--- src/rtl/seg7_scan_2421_pkg.sv ---
// Shared 2421 code points, active-low 7-segment glyphs and code validity helper
// for the multiplexed display driver.
package seg2421_pkg;

   localparam logic [3:0] CODE_0 = 4'b0000;
   localparam logic [3:0] CODE_1 = 4'b0001;
   localparam logic [3:0] CODE_2 = 4'b0010;
   localparam logic [3:0] CODE_3 = 4'b0011;
   localparam logic [3:0] CODE_4 = 4'b0100;
   localparam logic [3:0] CODE_5 = 4'b1011;
   localparam logic [3:0] CODE_6 = 4'b1100;
   localparam logic [3:0] CODE_7 = 4'b1101;
   localparam logic [3:0] CODE_8 = 4'b1110;
   localparam logic [3:0] CODE_9 = 4'b1111;

   // Segment order is {g,f,e,d,c,b,a}; a 0 lights the segment.
   localparam logic [6:0] SEG_0    = 7'b1000000;
   localparam logic [6:0] SEG_1    = 7'b1111001;
   localparam logic [6:0] SEG_2    = 7'b0100100;
   localparam logic [6:0] SEG_3    = 7'b0110000;
   localparam logic [6:0] SEG_4    = 7'b0011001;
   localparam logic [6:0] SEG_5    = 7'b0010010;
   localparam logic [6:0] SEG_6    = 7'b0000010;
   localparam logic [6:0] SEG_7    = 7'b1111000;
   localparam logic [6:0] SEG_8    = 7'b0000000;
   localparam logic [6:0] SEG_9    = 7'b0010000;
   localparam logic [6:0] SEG_DASH = 7'b0111111;
   localparam logic [6:0] SEG_OFF  = 7'b1111111;

   typedef struct packed {
      logic [6:0] seg_n;
      logic       dp_n;
      logic       dash;
   } disp_t;

   function automatic logic is_valid_2421(input logic [3:0] code);
      logic ok;
      case (code)
         CODE_0, CODE_1, CODE_2, CODE_3, CODE_4,
         CODE_5, CODE_6, CODE_7, CODE_8, CODE_9: ok = 1'b1;
         default:                                ok = 1'b0;
      endcase
      return ok;
   endfunction

endpackage

--- src/rtl/seg7_scan_2421_dec.sv ---
// Combinational 2421 code to active-low 7-segment decoder; invalid codes
// render as a dash and drop the valid flag.
module dec_2421_to_seg7
   import seg2421_pkg::*;
(
   input  logic [3:0] code,
   output logic [6:0] seg_n,
   output logic       valid
);

   // Glyph lookup with a dash for every unused code point
   always_comb begin
      seg_n = SEG_DASH;
      valid = is_valid_2421(code);
      case (code)
         CODE_0:  seg_n = SEG_0;
         CODE_1:  seg_n = SEG_1;
         CODE_2:  seg_n = SEG_2;
         CODE_3:  seg_n = SEG_3;
         CODE_4:  seg_n = SEG_4;
         CODE_5:  seg_n = SEG_5;
         CODE_6:  seg_n = SEG_6;
         CODE_7:  seg_n = SEG_7;
         CODE_8:  seg_n = SEG_8;
         CODE_9:  seg_n = SEG_9;
         default: seg_n = SEG_DASH;
      endcase
   end

endmodule

--- src/rtl/seg7_scan_2421.sv ---
// Time-multiplexed 7-segment driver for 2421 digits: frame-latched shadow,
// leading-zero blanking and a sticky invalid-code flag.
module seg7_scan_2421
   import seg2421_pkg::*;
#(
   parameter int NUM_DIGITS = 4,
   parameter int SCAN_DIV   = 50000
)
(
   input  logic                    CLK,
   input  logic                    RESET,
   input  logic [4*NUM_DIGITS-1:0] digits_in,
   input  logic [NUM_DIGITS-1:0]   dp_in,
   input  logic                    blank_lz,
   input  logic                    err_clr,
   output logic [6:0]              seg_n,
   output logic                    dp_n,
   output logic [NUM_DIGITS-1:0]   an_n,
   output logic                    code_err
);

   localparam int CNT_W = (SCAN_DIV > 1) ? $clog2(SCAN_DIV) : 1;
   localparam int IDX_W = (NUM_DIGITS > 1) ? $clog2(NUM_DIGITS) : 1;
   localparam logic [CNT_W-1:0] CNT_LAST = CNT_W'(SCAN_DIV - 1);
   localparam logic [IDX_W-1:0] IDX_LAST = IDX_W'(NUM_DIGITS - 1);

   logic [CNT_W-1:0]        cnt_r;
   logic [IDX_W-1:0]        idx_r;
   logic [4*NUM_DIGITS-1:0] shadow_dig_r;
   logic [NUM_DIGITS-1:0]   shadow_dp_r;
   logic [6:0]              seg_n_r;
   logic                    dp_n_r;
   logic [NUM_DIGITS-1:0]   an_n_r;
   logic                    dash_r;
   logic                    code_err_r;

   logic                    tc_s;
   logic                    frame_end_s;
   logic [NUM_DIGITS-1:0]   sel_s;
   logic [NUM_DIGITS-1:0]   upper_zero_s;
   logic [3:0]              cur_code_s;
   logic                    cur_dp_s;
   logic                    cur_upper_zero_s;
   logic                    blank_s;
   logic [6:0]              dec_seg_s;
   logic                    dec_valid_s;
   disp_t                   disp_s;

   assign tc_s        = (cnt_r == CNT_LAST);
   assign frame_end_s = tc_s && (idx_r == IDX_LAST);

   // One-hot select of the driven digit and a suffix-zero chain from the top digit down
   always_comb begin
      sel_s        = {NUM_DIGITS{1'b0}};
      upper_zero_s = {NUM_DIGITS{1'b0}};
      for (int k = 0; k < NUM_DIGITS; k++) begin
         sel_s[k] = (idx_r == IDX_W'(k));
      end
      upper_zero_s[NUM_DIGITS-1] = (shadow_dig_r[4*(NUM_DIGITS-1) +: 4] == CODE_0);
      for (int k = NUM_DIGITS - 2; k >= 0; k--) begin
         upper_zero_s[k] = upper_zero_s[k+1] && (shadow_dig_r[4*k +: 4] == CODE_0);
      end
   end

   // AND-OR mux of the shadow digit, its dp bit and its blanking qualifier
   always_comb begin
      cur_code_s       = 4'b0000;
      cur_dp_s         = 1'b0;
      cur_upper_zero_s = 1'b0;
      for (int k = 0; k < NUM_DIGITS; k++) begin
         cur_code_s       = cur_code_s | (shadow_dig_r[4*k +: 4] & {4{sel_s[k]}});
         cur_dp_s         = cur_dp_s | (shadow_dp_r[k] & sel_s[k]);
         cur_upper_zero_s = cur_upper_zero_s | (upper_zero_s[k] & sel_s[k]);
      end
   end

   dec_2421_to_seg7 u_dec (
      .code  (cur_code_s),
      .seg_n (dec_seg_s),
      .valid (dec_valid_s)
   );

   // Digit 0 is never blanked; an invalid code never compares equal to zero
   assign blank_s = blank_lz && (idx_r != {IDX_W{1'b0}}) && cur_upper_zero_s;

   // Next display word for the digit currently selected by idx_r
   always_comb begin
      disp_s.dp_n = ~cur_dp_s;
      if (blank_s) begin
         disp_s.seg_n = SEG_OFF;
         disp_s.dash  = 1'b0;
      end else begin
         disp_s.seg_n = dec_seg_s;
         disp_s.dash  = ~dec_valid_s;
      end
   end

   // Dwell prescaler and digit index
   always_ff @(posedge CLK) begin
      if (RESET) begin
         cnt_r <= {CNT_W{1'b0}};
         idx_r <= {IDX_W{1'b0}};
      end else if (tc_s) begin
         cnt_r <= {CNT_W{1'b0}};
         idx_r <= (idx_r == IDX_LAST) ? {IDX_W{1'b0}} : idx_r + IDX_W'(1);
      end else begin
         cnt_r <= cnt_r + CNT_W'(1);
         idx_r <= idx_r;
      end
   end

   // Shadow capture only on the last cycle of a frame, so the display never tears
   always_ff @(posedge CLK) begin
      if (RESET) begin
         shadow_dig_r <= {(4*NUM_DIGITS){1'b0}};
         shadow_dp_r  <= {NUM_DIGITS{1'b0}};
      end else if (frame_end_s) begin
         shadow_dig_r <= digits_in;
         shadow_dp_r  <= dp_in;
      end else begin
         shadow_dig_r <= shadow_dig_r;
         shadow_dp_r  <= shadow_dp_r;
      end
   end

   // Registered display outputs, one cycle behind idx_r
   always_ff @(posedge CLK) begin
      if (RESET) begin
         seg_n_r <= SEG_OFF;
         dp_n_r  <= 1'b1;
         an_n_r  <= {NUM_DIGITS{1'b1}};
         dash_r  <= 1'b0;
      end else begin
         seg_n_r <= disp_s.seg_n;
         dp_n_r  <= disp_s.dp_n;
         an_n_r  <= ~sel_s;
         dash_r  <= disp_s.dash;
      end
   end

   // Sticky error: a displayed dash sets it one edge later and outranks err_clr
   always_ff @(posedge CLK) begin
      if (RESET) begin
         code_err_r <= 1'b0;
      end else begin
         code_err_r <= dash_r | (code_err_r & ~err_clr);
      end
   end

   assign seg_n    = seg_n_r;
   assign dp_n     = dp_n_r;
   assign an_n     = an_n_r;
   assign code_err = code_err_r;

endmodule

--- config.mk ---
export PLATFORM = sky130hd
export DESIGN_NAME = seg7_scan_2421
export DESIGN_NICKNAME = d
export VERILOG_FILES = /design/src/rtl/seg7_scan_2421_pkg.sv /design/src/rtl/seg7_scan_2421_dec.sv /design/src/rtl/seg7_scan_2421.sv
export SDC_FILE = /design/constraint.sdc
export NUM_CORES = 1
export LEC_CHECK = 0
export BUFFER_PORTS_ARGS = -buffer_cell sky130_fd_sc_hd__buf_2
export CELL_PAD_IN_SITES_DETAIL_PLACEMENT = 1
export CELL_PAD_IN_SITES_GLOBAL_PLACEMENT = 2
export CORE_MARGIN = 2
export CORE_UTILIZATION = 30
export DETAILED_ROUTE_END_ITERATION = 12
export MAX_ROUTING_LAYER = met4
export PLACE_DENSITY = 0.72
export SLEW_MARGIN = 20
export SYNTH_ARGS = -nofsm -noshare
export SYNTH_HDL_FRONTEND = slang
export SYNTH_HIERARCHICAL = 1
export SYNTH_SLANG_ARGS = --single-unit
--- constraint.sdc ---
create_clock -name CLK -period 2.1 [get_ports CLK]
set_input_delay 0.105 -clock CLK [delete_from_list [all_inputs] [get_ports CLK]]
set_output_delay 0.105 -clock CLK [all_outputs]
set_load 0.01 [all_outputs]
==> results.json <==
{
  "drc": 0,
  "syn_avg_cell_area_sq_um": 8.56,
  "gr-total-overflow": 0,
  "clk_latency_ps": 300,
  "fin_setup_tns_ps": 0,
  "wl_per_cell_microns": 14.5,
  "met3_wirelength_microns": 232,
  "crit_buf_inv": 1,
  "fmax_mhz": 529,
  "crit_family": "compound AO/OA/AOI/OAI gates",
  "syn_inst": 273,
  "dp.cells": 402,
  "hold_violations": 0,
  "synth.top_cells.by_area": "dfxtp_1 45%, nand4_1 5.9%, a21oi_1 5.1%",
  "end_kind": "flop",
  "cp.depth": 7,
  "synth_seq_cells": 52,
  "wl_met2_microns": 2770,
  "tightest_slew_ps": 393,
  "grt_max_degree": 25,
  "rows": 32,
  "cts.clk_slew.worst_paths_ps": 90,
  "crit_path_end": "dash_r",
  "irDropWorstVdd_mv": 0.266,
  "netlist_area_sq_um": 2340,
  "worst-r2r-cell-count": 7,
  "cp_cell_sequence": "inv_1 -> ha_1 -> a22oi_1 -> nand2_2 -> a21o_2 -> mux2_2 -> nor3b_1",
  "hp-class": "primary input to flop",
  "nFillCells": 935,
  "ys_warn_count": 6,
  "core_area_sq_um": 7650,
  "m1WireLength_microns": 2880,
  "async_flop_share_pct": 0,
  "antenna_found_initial": 0,
  "p_leak_nw": 1.02,
  "yosysSeqAreaShare_pct": 44.6,
  "hpwl_microns": 4290,
  "synth_edf_count": 0,
  "r2r_start": "idx_r[1]",
  "final_period_minus_worst_setup_slack_ps": 1890,
  "multi_input_area_sq_um": 1180,
  "slowest_delay_ps": 380,
  "critPathKind": "flop to flop",
  "hold_buffers": 0,
  "drt-total-wl_microns": 5930,
  "vias": 2026,
  "grtUsageTotal_pct": 15.2,
  "final_cell_mix": "51 x dfxtp_1, 36 x buf_2, 31 x nor2_1",
  "start_util_pct": 30.5,
  "instances_no_fill": 410,
  "cts-root-buf": "clkbuf_8",
  "required_ps": 2320,
  "io_buffers": 36,
  "h-tree-depth": 2,
  "rsz0062_at_grt": "false",
  "r2r_slack_ps": 210,
  "status": "complete, no violations",
  "dr.pass1.iters": 4,
  "synthFlopType": "dfxtp_1",
  "cts_buffer_depth": 2,
  "io_pins": 37,
  "regArea_sq_um": 1040,
  "grt_pass1_wl_microns": 10000,
  "numCtsBuffers": 5,
  "synth_top_area_share_pct": 44.6,
  "start_kind": "flop",
  "die_w_microns": 92.2,
  "critPathLaunch": "idx_r[1]",
  "cts_sinks": 52,
  "layout_commonest_cell": "dfxtp_1",
  "finalCritPeriodShare_pct": 89.9,
  "die-area_sq_um": 8510,
  "drive_gt1_share_pct": 20.5,
  "postCtsSetupRepairBufs": 0,
  "p_total_mw": 1.67,
  "cp_max_fo": 9,
  "arrival_ps": 2110,
  "die_h_microns": 92.2,
  "power_density_nw_per_um2": 611,
  "synth_fp_nets": 302,
  "skew_ps": 7.86,
  "drt-initial-drc-count": 83,
  "gp_congestion": 0.765,
  "slew_headroom_pct": 73.7,
  "cts.repair.resized": 0,
  "antennaDiodeCount": 0,
  "cts_tree": "yes",
  "num-nets-final": 336,
  "yosysTopAreaCell": "dfxtp_1",
  "routed.top_layer": "met4",
  "critPathSlowestCell": "dfxtp_1",
  "setup_violations": 0,
  "synthToLayoutAreaGrowth_pct": 16.8,
  "drv_cap": 0,
  "drv_slew": 0,
  "via_per_inst": 4.94,
  "synthDistinctLibCells": 35,
  "r2r-end": "dash_r",
  "ant_nets": 0,
  "first_global_vias": 2039
}
## area by class of cell
| type | instances | share of cell area (%) |
|---|---|---|
| multi-input cells | 194 | 43.2 |
| flip-flops and latches | 52 | 38.2 |
| repair buffers | 46 | 9.35 |
| well taps | 102 | 4.68 |
| clock buffers | 7 | 3.16 |
| inverters | 8 | 1.10 |
| clock inverters | 1 | 0.275 |
## report_power, final
part	internal, mW	switching, mW	total, mW
sequential	0.997	0.00607	1.00
clock	0.269	0.328	0.597
combinational	0.0314	0.0358	0.0672
total	1.30	0.370	1.67
## worst register-to-register path, cell delays in order, from the launching register on
cell and delay, ps:
dfxtp_1 380, inv_1 80, ha_1 270, a22oi_1 240, nand2_2 150, a21o_2 230, mux2_2 260, nor3b_1 200
## worst min path at each step
stage / from / endpoint / slack [ps] / cells past startpoint
finish: digits_in[1] / shadow_dig_r[1] / 50 / 3
global route: dp_in[2] / shadow_dp_r[2] / 30 / 3
floorplan: digits_in[0] / shadow_dig_r[0] / 260 / 2
CTS: digits_in[1] / shadow_dig_r[1] / 40 / 3
detailed placement: digits_in[1] / shadow_dig_r[1] / 380 / 3
global placement: digits_in[6] / shadow_dig_r[6] / 370 / 3
## logic make-up after synthesis
family | share of synthesized area [%]
and+or+nand+nor | 25.4
AOI/OAI and AO/OA | 15.1
xor gates and xnor gates | 5.62
DFF | 44.6
muxes | 1.34
buffers and inverters | 5.36
adders and majority gates | 2.68
## cells in the mapped netlist (6+ instances only)
cell,n
clkbuf_1,11
nor4_1,6
nand2_1,16
a21oi_1,24
nand2b_1,8
nor2_1,31
dfxtp_1,52
o21ai_0,19
nand3_1,10
a22oi_1,11
xnor2_1,13
inv_1,8
nand4_1,22
## registers in the layout (all words and copies together), names as in the netlist
signal	flops
an_n	4
cnt_r	16
code_err	1
dash_r	1
dp_n	1
idx_r	2
seg_n	7
shadow_dig_r	16
shadow_dp_r	4
## metal layers
metal,vias up,track usage (%)
met5,-,-
li1,1030,-
met1,955,19.7
met3,5,3.62
met2,36,24.4
met4,0,3.36
## per-stage QoR
step                util (%)  hold slack, ps  setup slack (ps)  cell area, sq um
floorplan                  -             259               122              2340
CTS                     35.5            40.7               151              2720
global placement        34.3             374               257              2620
global route            35.7            30.6              66.1              2730
finish                  35.7            49.2               211              2730
detailed placement      34.3             377               187              2620
(Power assumes the default switching activity.)
